`src/rtl/fetch_pkg.sv`:
```
// Shared types and constants for the instruction fetch unit: FSM encoding,
// buffer entry layout, reset instruction word and PC step.
package fetch_pkg;

    typedef enum logic [1:0] {
        ST_REQ  = 2'd0,
        ST_WAIT = 2'd1,
        ST_DROP = 2'd2,
        ST_HOLD = 2'd3
    } fetch_state_e;

    typedef struct packed {
        logic [63:0] pc;
        logic [31:0] instr;
    } fetch_entry_t;

    localparam int          ENTRY_W     = $bits(fetch_entry_t);
    localparam logic [31:0] RESET_INSTR = 32'h0;
    localparam logic [63:0] PC_INCR     = 64'd4;

endpackage

```
`src/rtl/fetch_buffer.sv`:
```
// Small synchronous FIFO holding fetched {pc, instr} entries; flush empties it
// in one cycle and push/pop in the same cycle keep the occupancy unchanged.
module fetch_buffer
    import fetch_pkg::*;
#(
    parameter  int DEPTH = 2,
    parameter  int WIDTH = ENTRY_W,
    localparam int PTR_W = $clog2(DEPTH),
    localparam int CNT_W = $clog2(DEPTH + 1)
) (
    input  logic             clk,
    input  logic             rst_n,
    input  logic             push,
    input  logic             pop,
    input  logic             flush,
    input  logic [WIDTH-1:0] wr_data,
    output logic [WIDTH-1:0] rd_data,
    output logic [CNT_W-1:0] count
);

    logic [WIDTH-1:0] mem_q [DEPTH];
    logic [PTR_W-1:0] wr_ptr_q, wr_ptr_d;
    logic [PTR_W-1:0] rd_ptr_q, rd_ptr_d;
    logic [CNT_W-1:0] count_q, count_d;
    logic             push_ok, pop_ok;

    function automatic logic [PTR_W-1:0] next_ptr(input logic [PTR_W-1:0] ptr);
        return (ptr == PTR_W'(DEPTH - 1)) ? '0 : ptr + 1'b1;
    endfunction

    assign pop_ok  = pop && (count_q != '0) && !flush;
    assign push_ok = push && !flush && ((count_q < CNT_W'(DEPTH)) || pop_ok);

    // NOTE: every always_comb output gets a default first, so no path leaves
    // a value unassigned and no latch is inferred.
    always_comb begin
        wr_ptr_d = wr_ptr_q;
        rd_ptr_d = rd_ptr_q;
        count_d  = count_q;
        if (flush) begin
            wr_ptr_d = '0;
            rd_ptr_d = '0;
            count_d  = '0;
        end else begin
            if (push_ok) wr_ptr_d = next_ptr(wr_ptr_q);
            if (pop_ok)  rd_ptr_d = next_ptr(rd_ptr_q);
            count_d = count_q + CNT_W'(push_ok) - CNT_W'(pop_ok);
        end
    end

    // NOTE: state flops use non-blocking assignments so every flop samples
    // pre-edge values regardless of process ordering.
    always_ff @(posedge clk or negedge rst_n) begin
        if (!rst_n) begin
            wr_ptr_q <= '0;
            rd_ptr_q <= '0;
            count_q  <= '0;
        end else begin
            wr_ptr_q <= wr_ptr_d;
            rd_ptr_q <= rd_ptr_d;
            count_q  <= count_d;
        end
    end

    // NOTE: storage is deliberately not reset; an empty count keeps stale
    // entries invisible and the consumer masks the head while invalid.
    always_ff @(posedge clk) begin
        if (push_ok) mem_q[wr_ptr_q] <= wr_data;
    end

    assign rd_data = mem_q[rd_ptr_q];
    assign count   = count_q;

endmodule

```
`src/rtl/instruction_fetch_unit.sv`:
```
// Sequential instruction fetcher: one outstanding memory request, a small
// instruction buffer toward the core, and redirect handling that drops stale responses.
module instruction_fetch_unit
    import fetch_pkg::*;
#(
    parameter logic [63:0] RESET_PC  = 64'h0,
    parameter int          BUF_DEPTH = 2
) (
    input  logic        CLK,
    input  logic        Reset_L,
    output logic        MemReq,
    output logic [63:0] MemAddr,
    input  logic        MemGnt,
    input  logic        MemRespValid,
    input  logic [31:0] MemRespData,
    output logic        InstrValid,
    output logic [31:0] Instr,
    output logic [63:0] InstrPC,
    input  logic        InstrReady,
    input  logic        Redirect,
    input  logic [63:0] RedirectPC
);

    localparam int CNT_W = $clog2(BUF_DEPTH + 1);

    fetch_state_e     state_q, state_d;
    logic [63:0]      fetch_pc_q, fetch_pc_d;
    logic [63:0]      out_pc_q, out_pc_d;
    logic [CNT_W-1:0] buf_count;
    logic [CNT_W:0]   occ_next;
    logic             mem_req, grant, push, pop, buf_valid, credit_next;
    fetch_entry_t     push_entry, head_entry;
    logic             unused_redirect_lsb;

    assign unused_redirect_lsb = ^RedirectPC[1:0];

    // Reset gates the request combinationally so it drops the instant reset asserts.
    assign mem_req   = Reset_L && (state_q == ST_REQ);
    assign grant     = mem_req && MemGnt;
    assign buf_valid = (buf_count != '0);
    assign push      = (state_q == ST_WAIT) && MemRespValid && !Redirect;
    assign pop       = buf_valid && InstrReady && !Redirect;

    always_comb begin
        occ_next    = '0;
        credit_next = 1'b1;
        state_d     = state_q;
        fetch_pc_d  = fetch_pc_q;
        out_pc_d    = out_pc_q;

        if (!Redirect) begin
            occ_next = {1'b0, buf_count} + (CNT_W + 1)'(push) - (CNT_W + 1)'(pop);
        end
        credit_next = (occ_next < (CNT_W + 1)'(BUF_DEPTH));

        if (grant) begin
            out_pc_d   = fetch_pc_q;
            fetch_pc_d = fetch_pc_q + PC_INCR;
        end

        unique case (state_q)
            ST_REQ:  if (grant) state_d = ST_WAIT;
            ST_WAIT: if (MemRespValid) state_d = credit_next ? ST_REQ : ST_HOLD;
            ST_DROP: if (MemRespValid) state_d = ST_REQ;
            ST_HOLD: if (credit_next) state_d = ST_REQ;
            default: state_d = ST_REQ;
        endcase

        // A request granted or in flight at redirect time belongs to the old
        // stream; DROP swallows its response. A response landing now ends it.
        if (Redirect) begin
            fetch_pc_d = {RedirectPC[63:2], 2'b00};
            unique case (state_q)
                ST_REQ:  state_d = grant ? ST_DROP : ST_REQ;
                ST_WAIT: state_d = MemRespValid ? ST_REQ : ST_DROP;
                ST_DROP: state_d = MemRespValid ? ST_REQ : ST_DROP;
                default: state_d = ST_REQ;
            endcase
        end
    end

    always_ff @(posedge CLK or negedge Reset_L) begin
        if (!Reset_L) begin
            state_q    <= ST_REQ;
            fetch_pc_q <= {RESET_PC[63:2], 2'b00};
            out_pc_q   <= '0;
        end else begin
            state_q    <= state_d;
            fetch_pc_q <= fetch_pc_d;
            out_pc_q   <= out_pc_d;
        end
    end

    assign push_entry = '{pc: out_pc_q, instr: MemRespData};

    fetch_buffer #(
        .DEPTH (BUF_DEPTH),
        .WIDTH (ENTRY_W)
    ) u_buffer (
        .clk     (CLK),
        .rst_n   (Reset_L),
        .push    (push),
        .pop     (pop),
        .flush   (Redirect),
        .wr_data (push_entry),
        .rd_data (head_entry),
        .count   (buf_count)
    );

    assign MemReq     = mem_req;
    assign MemAddr    = fetch_pc_q;
    assign InstrValid = buf_valid;
    assign Instr      = buf_valid ? head_entry.instr : RESET_INSTR;
    assign InstrPC    = buf_valid ? head_entry.pc : '0;

endmodule

```
`config.mk`:
```
export PLATFORM = sky130hd
export DESIGN_NAME = instruction_fetch_unit
export DESIGN_NICKNAME = d
export VERILOG_FILES = /design/src/rtl/fetch_pkg.sv /design/src/rtl/fetch_buffer.sv /design/src/rtl/instruction_fetch_unit.sv
export SDC_FILE = /design/constraint.sdc
export NUM_CORES = 1
export LEC_CHECK = 0
export ABC_AREA = 1
export CAP_MARGIN = 20
export CORE_UTILIZATION = 38
export DETAILED_ROUTE_END_ITERATION = 16
export SYNTH_ARGS = -nofsm -noshare
export SYNTH_HDL_FRONTEND = slang
export SYNTH_SLANG_ARGS = --single-unit
```
`constraint.sdc`:
```
create_clock -name CLK -period 7.6 [get_ports CLK]
set_input_delay 1.52 -clock CLK [delete_from_list [all_inputs] [get_ports CLK]]
set_output_delay 1.52 -clock CLK [all_outputs]
set_load 0.02 [all_outputs]
```
==> run_results.csv, run 1 <==
group,metric,value,unit
setup_path,cp-start-kind,"flop",
pwr,power.total,5.328,mW
layout,post_route_cells_drive_above_1_share,0.04954,
worst_hold_path,hold_start,"out_pc_q[19]",
setup_path,timing.critical_path.buf_inv,3,
clocking,clk_pin_slew_worst_paths,60,ps
synthesis,yosysWarnings,0,
pwr,vdd.ir_drop.worst,151.0,uV
timing,final.period_utilization,0.6510,
timing,achievable-frequency,0.2021,GHz
setup_path,r2r_setup_slack,4410,ps
routing,drtIter0Drc,818,
timing,slew_headroom,0.3053,
synthesis,synth_cell_type_count,32,
setup_path,critical_path_rt,6080,ps
job,drv_cap,0,
synthesis,async_flop_share,0.4088,
routing,route.detailed.wl_per_inst,18.71,um
clocking,cts_inserted_buffers,35,
setup_path,worst_setup_path_end_kind,"output pin",
placed_design,io_buffer_count,257,
global_route,grt_antenna_before_repair,0,
clocking,cts.path.max_buffers,3,
die,start_util,0.3859,
setup_path,regToRegStartpoint,"state_q[0]",
synthesis,syn-instance-count,1591,
timing,finalWorstPathRequiredPeriod,4948,ps
synthesis,synth_top_cell_by_area,"sky130_fd_sc_hd__edfxtp_1",
clocking,clk_root_buffer_cell,"sky130_fd_sc_hd__clkbuf_16",
clocking,tritoncts,"built",
die,die_y,197.4,um
setup_path,timing.critical_path.fanout_max,63,
setup_path,reg2regPathDepth,8,
synthesis,netlist_area,14500,um^2
timing,setup_repair_after_global_routing_missed_its_margin,"no",
setup_path,timing_worst_setup_path_type,"reg2out",
timing,transition_at_the_pin_with_the_smallest_max_transition_slack,1040,ps
timing,timing_max_transition_violations_final,0,
synthesis,ys_top_cells_by_count,"554 x sky130_fd_sc_hd__nand2_1, 188 x sky130_fd_sc_hd__edfxtp_1, 141 x sky130_fd_sc_hd__inv_1",
setup_path,critical_path_arrival,3430,ps
layout,flow.area_growth_from_synthesis,29.18,%
layout,final.fill_count,3523,
setup_path,worst_r2r_endpoint,"MemAddr[22]",
synthesis,seq_total_area_yosys,0.6136,
clocking,post_cts_hold_buffer_count,0,
worst_hold_path,hp-class,"reg2reg",
synthesis,synth_enable_flop_cells,188,
clocking,htree_levels,2,
synthesis,synth.most_common_cell,"sky130_fd_sc_hd__nand2_1",
die,core_box_area,37580,um^2
routing,routed_wl,44330,um
timing,setup_violations,0,
placed_design,gp_routability_congestion,0.8865,
synthesis,yosysTopAreaCellShare,0.3893,
timing,clock_skew,11.79,ps
die,die_w,197.4,um
synthesis,synth.ff_latch_count,318,
setup_path,critical_path.top_delay_family,"buffers and inverters",
clocking,cts_sinks,318,
layout,nets,1943,
global_route,global_route.overflow_total,0,
die,io_pins,264,
clocking,cts_post_setup_buffers_inserted,0,
routing,drt-pass1-iter-count,5,
setup_path,cp_slowest_stage_delay,670,ps
clocking,insertion_delay,510,ps
pwr,power_leakage,7.489,nW
routing,antenna_violating_nets_post_route,0,
worst_hold_path,hold-path-endpoint,"u_buffer.mem_q[0][51]",
routing,post_drt_via_cell_ratio,4.934,
placed_design,hpwl,31300,um
clocking,cts-resized-gates,0,
routing,routed-via-count,11690,
timing,finalHoldWorstSlack,467.5,ps
timing,totalNegativeSetupSlack,0,ps
routing,drcViolationCount,0,
die,fp.dieArea,38950,um^2
synthesis,yosys_most_used_dff,"sky130_fd_sc_hd__edfxtp_1",
die,std_cell_rows,71,
global_route,grt_start_max_net_pins,95,
global_route,global_route_usage_over_all_layers,0.2269,
setup_path,cpMaxStageDelayCell,"sky130_fd_sc_hd__buf_4",
global_route,first_global_vias,11120,
synthesis,netlist_top_cells_area,"sky130_fd_sc_hd__edfxtp_1 39%, sky130_fd_sc_hd__dfrtp_1 22%, sky130_fd_sc_hd__nand2_1 14%, sky130_fd_sc_hd__o21ai_0 4.5%, sky130_fd_sc_hd__inv_1 3.6%",
timing,hold_violations,0,
pwr,powerDensity,284.4,nW/um^2
worst_hold_path,holdPathStages,0,
synthesis,avgSynthCellArea,9.115,um^2
global_route,grt_pass1_wl,66670,um
outcome,run_status,"finished clean",
setup_path,critical_path.cell_chain,"clkinv_2, buf_4, nand2_1, a21oi_1, clkdlybuf4s50_1",
worst max-delay path by stage:
stage | depth (start not counted) | start | slack, ps | endpoint
after global routing | 5 | u_buffer.rd_ptr_q | 2460 | InstrPC[36]
after CTS | 5 | u_buffer.rd_ptr_q | 2550 | InstrPC[37]
after detailed placement | 11 | Reset_L | 2830 | state_q[1]
final | 5 | u_buffer.rd_ptr_q | 2650 | InstrPC[46]
after global placement | 10 | Reset_L | 2890 | state_q[1]
after floorplan | 6 | Redirect | 1000 | u_buffer.mem_q[1][0]
registers in the layout (all words and copies together), names as in the netlist:
name and flops:
u_buffer.mem_q 188, MemAddr 62, out_pc_q 62, state_q 2, u_buffer.count 2, u_buffer.rd_ptr_q 1, u_buffer.wr_ptr_q 1
cells by family (layout without fill, tap and decap cells):
family,Yosys count,count (layout),synth area share
other,1,5,0.0002586
xor gates and xnor gates,19,19,0.01147
AOI/OAI and AO/OA,259,259,0.09482
and+or+nand+nor,771,771,0.2123
DFF,318,318,0.6136
adders and majority gates,11,11,0.01001
buffers and inverters,212,475,0.05754
where the power goes:
group / total (mW) / switching (mW) / leakage (nW) / internal (mW)
clock network: 1.72 / 0.681 / 0.573 / 1.04
registers: 2.45 / 0.250 / 3.33 / 2.20
logic: 1.16 / 0.712 / 3.59 / 0.448
total: 5.33 / 1.64 / 7.49 / 3.68
per-stage QoR:
step / cell area, um^2 / utilization / setup WS, ps / instances
floorplan: 14510 / - / 1001 / 1594
global placement: 17540 / 0.4669 / 2890 / 2303
detailed placement: 17540 / 0.4669 / 2835 / 2303
CTS: 18710 / 0.4980 / 2546 / 2367
global route: 18730 / 0.4985 / 2456 / 2368
finish: 18730 / 0.4986 / 2652 / 2369
cell usage in the layout (no fill, tap or decap), drive strengths merged:
cell type      synthesis  layout
o21bai                14      14
inv                  145     145
diode                  0       1
xnor2                  2       2
o21ai                132     132
buf                   34      11
clkbuf                33      52
clkinv                 0       9
nor2                 133     133
nor3                   5       5
fa                     1       1
dfrtp                130     130
nand3                 66      66
xor2                  17      17
nand2                560     560
edfxtp               188     188
bufinv                 0       3
a22oi                  1       1
ha                    10      10
conb                   1       4
a31oi                  1       1
o221ai                 6       6
o211ai                 5       5
clkdlybuf4s50          0     255
o22ai                  1       1
a31o                   1       1
nand4                  7       7
a21oi                 98      98
final cells by class:
cell class              count  area, um^2  area share
flip-flops and latches    318        8902      0.4752
multi-input cells        1064        4803      0.2564
repair buffers            266        2674      0.1427
clock buffers              52        1021     0.05450
well taps                 511       639.4     0.03413
inverters                 145       545.5     0.02912
clock inverters            12       146.4    0.007814
diodes                      1       2.502   0.0001336
worst reg2reg max path, delay by kind of cell (launching register included):
kind                       cells  cell delay [ps]
and+or+nand+nor                3             1000
buffers and inverters          2             1040
DFF                            1              430
adders and majority gates      1              180
AOI/OAI and AO/OA              2              460
metal layers:
layer	wire length, um	track usage	part of all wire	vias to the layer above
met5	0	0	0	-
met4	1098	0.06288	0.025	0
met1	20020	0.3142	0.45	5659
met2	20760	0.3659	0.47	310
met3	2445	0.03961	0.055	51
li1	-	-	-	5668
Note: power is estimated with default switching activity, not from simulation.
==> inputs of run 2 (changes only) <==
Clock period 7.6 ns to 4.95 ns, I/O delays scaled along.
==> run 2 against run 1 <==
Compared with the run above:
- worst setup slack lost 1800 ps
- clock skew is 0.53 ps higher
- critical path depth unchanged
- sequential cell count did not move
==> run_results.csv, run 2 (synthesis results as in run 1) <==
group,metric,value,unit
outcome,run_status,"finished clean",
global_route,grt_pass1_wl,67190,um
timing,clock_skew,12.32,ps
placed_design,placed_cells,2313,
layout,final_cells,2379,
die,std_cell_rows,71,
placed_design,placed_cell_area,17640,um^2
pwr,power_leakage,7.569,nW
layout,finalInstanceArea,18880,um^2
clocking,cts_post_setup_buffers_inserted,0,
routing,met3_wirelength,2586,um
timing,setup_repair_after_global_routing_missed_its_margin,"no",
routing,route.detailed.wl_per_inst,18.68,um
setup_path,critical_path_arrival,3060,ps
routing,antenna_violating_nets_post_route,0,
routing,drcViolationCount,0,
die,io_pins,264,
routing,drt-pass1-iter-count,6,
timing,totalNegativeSetupSlack,0,ps
layout,flow.area_growth_from_synthesis,30.17,%
timing,slew_headroom,0.4126,
clocking,cts.path.max_buffers,3,
layout,nets,1952,
pwr,vdd.ir_drop.worst,200.2,uV
timing,transition_at_the_pin_with_the_smallest_max_transition_slack,881.1,ps
placed_design,io_buffer_count,257,
job,drv_cap,0,
routing,detailroute.wirelength.met2,20520,um
routing,top_layer_used,"met4",
die,start_util,0.3859,
layout,layout.cells.most_common_list,"554 x sky130_fd_sc_hd__nand2_1, 255 x sky130_fd_sc_hd__clkdlybuf4s50_1, 188 x sky130_fd_sc_hd__edfxtp_1",
timing,achievable-frequency,0.2470,GHz
layout,finish.utilization,0.5024,
clocking,insertion_delay,530,ps
clocking,cts_inserted_buffers,35,
routing,routed_wl,44440,um
layout,largest_reg_flops,188,
timing,timing_max_transition_violations_final,0,
setup_path,timing.critical_path.fanout_max,33,
routing,drtIter0Drc,939,
global_route,grt_antenna_before_repair,1,
worst_hold_path,hp-class,"in2async",
layout,max_flop_register,"u_buffer.mem_q",
layout,sequential_cell_area,8902,um^2
layout,multi_input_area,4803,um^2
setup_path,worst_setup_path_end_kind,"output pin",
clocking,tritoncts,"built",
setup_path,cp-start-kind,"flop",
clocking,cts-resized-gates,0,
setup_path,critical_path_rt,3960,ps
global_route,global_route_usage_over_all_layers,0.2299,
die,die_y,197.4,um
timing,finalHoldWorstSlack,380.8,ps
clocking,htree_levels,2,
setup_path,timing_worst_setup_path_type,"reg2out",
clocking,post_cts_hold_buffer_count,0,
die,core_box_area,37580,um^2
layout,mostFrequentLayoutCell,"sky130_fd_sc_hd__nand2_1",
pwr,powerDensity,440.2,nW/um^2
routing,routed-via-count,11700,
routing,post_drt_via_cell_ratio,4.918,
placed_design,preCtsSetupSlack,1447,ps
global_route,grt_start_max_net_pins,98,
clocking,clk_root_buffer_cell,"sky130_fd_sc_hd__clkbuf_16",
timing,setup_violations,0,
timing,hold_violations,0,
placed_design,gp_routability_congestion,0.9051,
global_route,global_route.overflow_total,0,
timing,post-route-worst-setup-slack,901.2,ps
die,fp.dieArea,38950,um^2
placed_design,hpwl,31740,um
clocking,cts_sinks,318,
layout,final.fill_count,3567,
clocking,clk_pin_slew_worst_paths,60,ps
routing,sum_of_routed_wire_segments_on_met1,20150,um
die,die_w,197.4,um
timing,finalWorstPathRequiredPeriod,4049,ps
layout,post_route_cells_drive_above_1_share,0.05788,
global_route,first_global_vias,11190,
pwr,power.total,8.309,mW
timing,final.period_utilization,0.8179,
==> run 2: changes by cell type in the layout (fill, tap and decap cells not counted), sizes merged <==
cell | before | now
buf | 11 | 20
bufinv | 3 | 2
clkbuf | 52 | 54
clkinv | 9 | 7
clkinvlp | 0 | 1
diode | 1 | 2
==> run 2: report_power, final <==
part           switching [mW]  total (mW)  leakage (nW)  internal, mW
Clock                    1.08        2.74         0.607          1.66
Sequential              0.397        3.78          3.33          3.38
Combinational            1.10        1.80          3.63         0.701
==> run 2: cell type report <==
cell class	instances	area share
well taps	511	0.03387
diodes	2	0.0002651
clock buffers	54	0.05885
multi-input cells	1064	0.2544
inverters	145	0.02890
clock inverters	10	0.006230
repair buffers	275	0.1459
flip-flops and latches	318	0.4716
==> run 2: worst max-delay path, cell delays in order (launching register included) <==
cell and delay (ps):
sky130_fd_sc_hd__dfrtp_4 640, sky130_fd_sc_hd__clkinv_2 460, sky130_fd_sc_hd__buf_4 430, sky130_fd_sc_hd__nand2_1 90, sky130_fd_sc_hd__a21oi_1 220, sky130_fd_sc_hd__clkdlybuf4s50_1 650
==> run 2: layer usage <==
layer  track usage  vias to the layer above
li1              -                     5691
met1        0.3240                     5593
met2        0.3611                      348
met3       0.03859                       68
met4       0.07350                        0
met5             0                        -
==> run 2: worst paths after layout <==
path                                   startpoint               endpoint  slack [ps]  cells after the start
max in group asynchronous                 Reset_L      u_buffer.rd_ptr_q        3410                      2
worst min register to register       out_pc_q[18]  u_buffer.mem_q[0][50]         470                      0
worst max-delay path            u_buffer.rd_ptr_q              Instr[15]         900                      5
min in group CLK                     out_pc_q[18]  u_buffer.mem_q[0][50]         470                      0
worst max register to register  u_buffer.count[1]             state_q[1]        2180                     12
worst min-delay path                      Reset_L           out_pc_q[33]         380                      1
==> inputs of run 3 (changes only) <==
Clock period 4.95 ns to 3.8 ns, I/O delays scaled along.
==> run 3 against run 2 <==
Compared with the run above:
- core utilization rose by 0.14 points
- clock power rose by 28%
- sequential cell count did not move
- count of clock-buffer cells in the layout fell by 6
- die area did not move
- first-iteration DRC count fell by 0.43%
- largest cell class unchanged
- highest routed layer unchanged
==> run_results.csv, run 3 (synthesis results as in run 1) <==
group,metric,value,unit
timing,finalHoldWorstSlack,414.1,ps
die,fp.dieArea,38950,um^2
routing,routed_wl,43500,um
placed_design,hpwl,31110,um
routing,route.detailed.wl_per_inst,18.27,um
layout,post_route_cells_drive_above_1_share,0.05832,
die,core_box_area,37580,um^2
global_route,global_route_usage_over_all_layers,0.2225,
setup_path,regToRegStartpoint,"u_buffer.count[1]",
layout,mostFrequentLayoutCell,"sky130_fd_sc_hd__nand2_1",
clocking,cts.path.max_buffers,3,
setup_path,timing_worst_setup_path_type,"reg2out",
outcome,run_status,"finished clean",
job,drv_cap,0,
layout,layout.cells.most_common_list,"554 x sky130_fd_sc_hd__nand2_1, 255 x sky130_fd_sc_hd__clkdlybuf4s50_1, 188 x sky130_fd_sc_hd__edfxtp_1",
clocking,cts-resized-gates,0,
setup_path,worst_r2r_endpoint,"state_q[1]",
setup_path,critical_path_rt,3040,ps
timing,finalWorstPathRequiredPeriod,3341,ps
pwr,powerDensity,569.6,nW/um^2
global_route,grt_antenna_before_repair,1,
timing,hold_violations,0,
layout,flow.area_growth_from_synthesis,30.54,%
clocking,clk_pin_slew_worst_paths,60,ps
setup_path,critical_path_arrival,2580,ps
timing,setup_violations,0,
timing,slew_headroom,0.4315,
global_route,first_global_vias,10970,
routing,drtIter0Drc,935,
timing,timing_max_transition_violations_final,0,
die,die_y,197.4,um
clocking,htree_levels,2,
clocking,insertion_delay,520,ps
setup_path,r2r_setup_slack,1090,ps
routing,antenna_violating_nets_post_route,0,
setup_path,reg2regPathDepth,13,
placed_design,io_buffer_count,257,
setup_path,worst_setup_path_start,"u_buffer.rd_ptr_q",
pwr,vdd.ir_drop.worst,322.7,uV
placed_design,gp_routability_congestion,0.9142,
die,start_util,0.3859,
setup_path,worst_setup_path_end_kind,"output pin",
clocking,post_cts_hold_buffer_count,0,
global_route,grt_start_max_net_pins,131,
clocking,cts_sinks,318,
timing,achievable-frequency,0.2993,GHz
pwr,power_leakage,7.597,nW
timing,setup_repair_after_global_routing_missed_its_margin,"no",
timing,transition_at_the_pin_with_the_smallest_max_transition_slack,852.7,ps
timing,clock_skew,11.25,ps
clocking,clk_root_buffer_cell,"sky130_fd_sc_hd__clkbuf_16",
layout,nets,1956,
routing,drcViolationCount,0,
worst_hold_path,hp-class,"in2async",
routing,post_drt_via_cell_ratio,4.848,
global_route,grt_pass1_wl,65590,um
global_route,global_route.overflow_total,0,
routing,drt-pass1-iter-count,5,
routing,routed-via-count,11540,
setup_path,timing.critical_path.fanout_max,29,
clocking,cts_post_setup_buffers_inserted,0,
die,io_pins,264,
setup_path,cp-start-kind,"flop",
timing,final.period_utilization,0.8792,
pwr,power.total,10.78,mW
die,die_w,197.4,um
layout,max_flop_register,"u_buffer.mem_q",
layout,largest_reg_flops,188,
clocking,cts_inserted_buffers,36,
die,std_cell_rows,71,
clocking,tritoncts,"built",
run 3: worst max path at each step:
stage	end	cells after the start
floorplan	u_buffer.mem_q[1][0]	6
global placement	state_q[1]	13
detailed placement	state_q[0]	12
CTS	InstrPC[9]	5
global route	InstrPC[4]	5
finish	InstrPC[9]	5
run 3: area by class of cell:
cell class	instances	area [um^2]
multi-input combinational	1064	4803
sequential	318	8902
timing repair buffer	278	2826
tap	511	639.4
clock inverter	16	173.9
clock buffer	48	1039
antenna	1	2.502
fill	3504	18650
inverter	145	545.5
run 3: routing by layer:
layer  part of all wire  GRT usage  routed length [um]
met4              0.028    0.07350                1239
met2               0.45     0.3460               19740
met3              0.053    0.03261                2299
met1               0.46     0.3190               20230
met5                  0          0                   0
run 3: through the flow:
stage	cells	TNS (ps)	util	instance area, um^2	setup slack, ps
6_report	2381	0	0.5038	18930	459.0
5_1_grt	2381	0	0.5038	18930	298.8
4_1_cts	2380	0	0.5037	18930	390.9
3_5_place_dp	2316	0	0.4715	17720	730.0
3_3_place_gp	2316	0	0.4715	17720	800.9
2_1_floorplan	1594	-84930	-	14520	-459.3
run 3: power breakdown:
part | switching (mW) | internal, mW
Sequential | 0.527 | 4.40
Combinational | 1.43 | 0.924
Clock | 1.37 | 2.13
run 3: critical path, stage by stage, from the launching register on:
cell	delay, ps
sky130_fd_sc_hd__dfrtp_4	490
sky130_fd_sc_hd__clkinv_2	370
sky130_fd_sc_hd__buf_4	320
sky130_fd_sc_hd__nand2_1	80
sky130_fd_sc_hd__a21oi_1	170
sky130_fd_sc_hd__clkdlybuf4s50_1	630
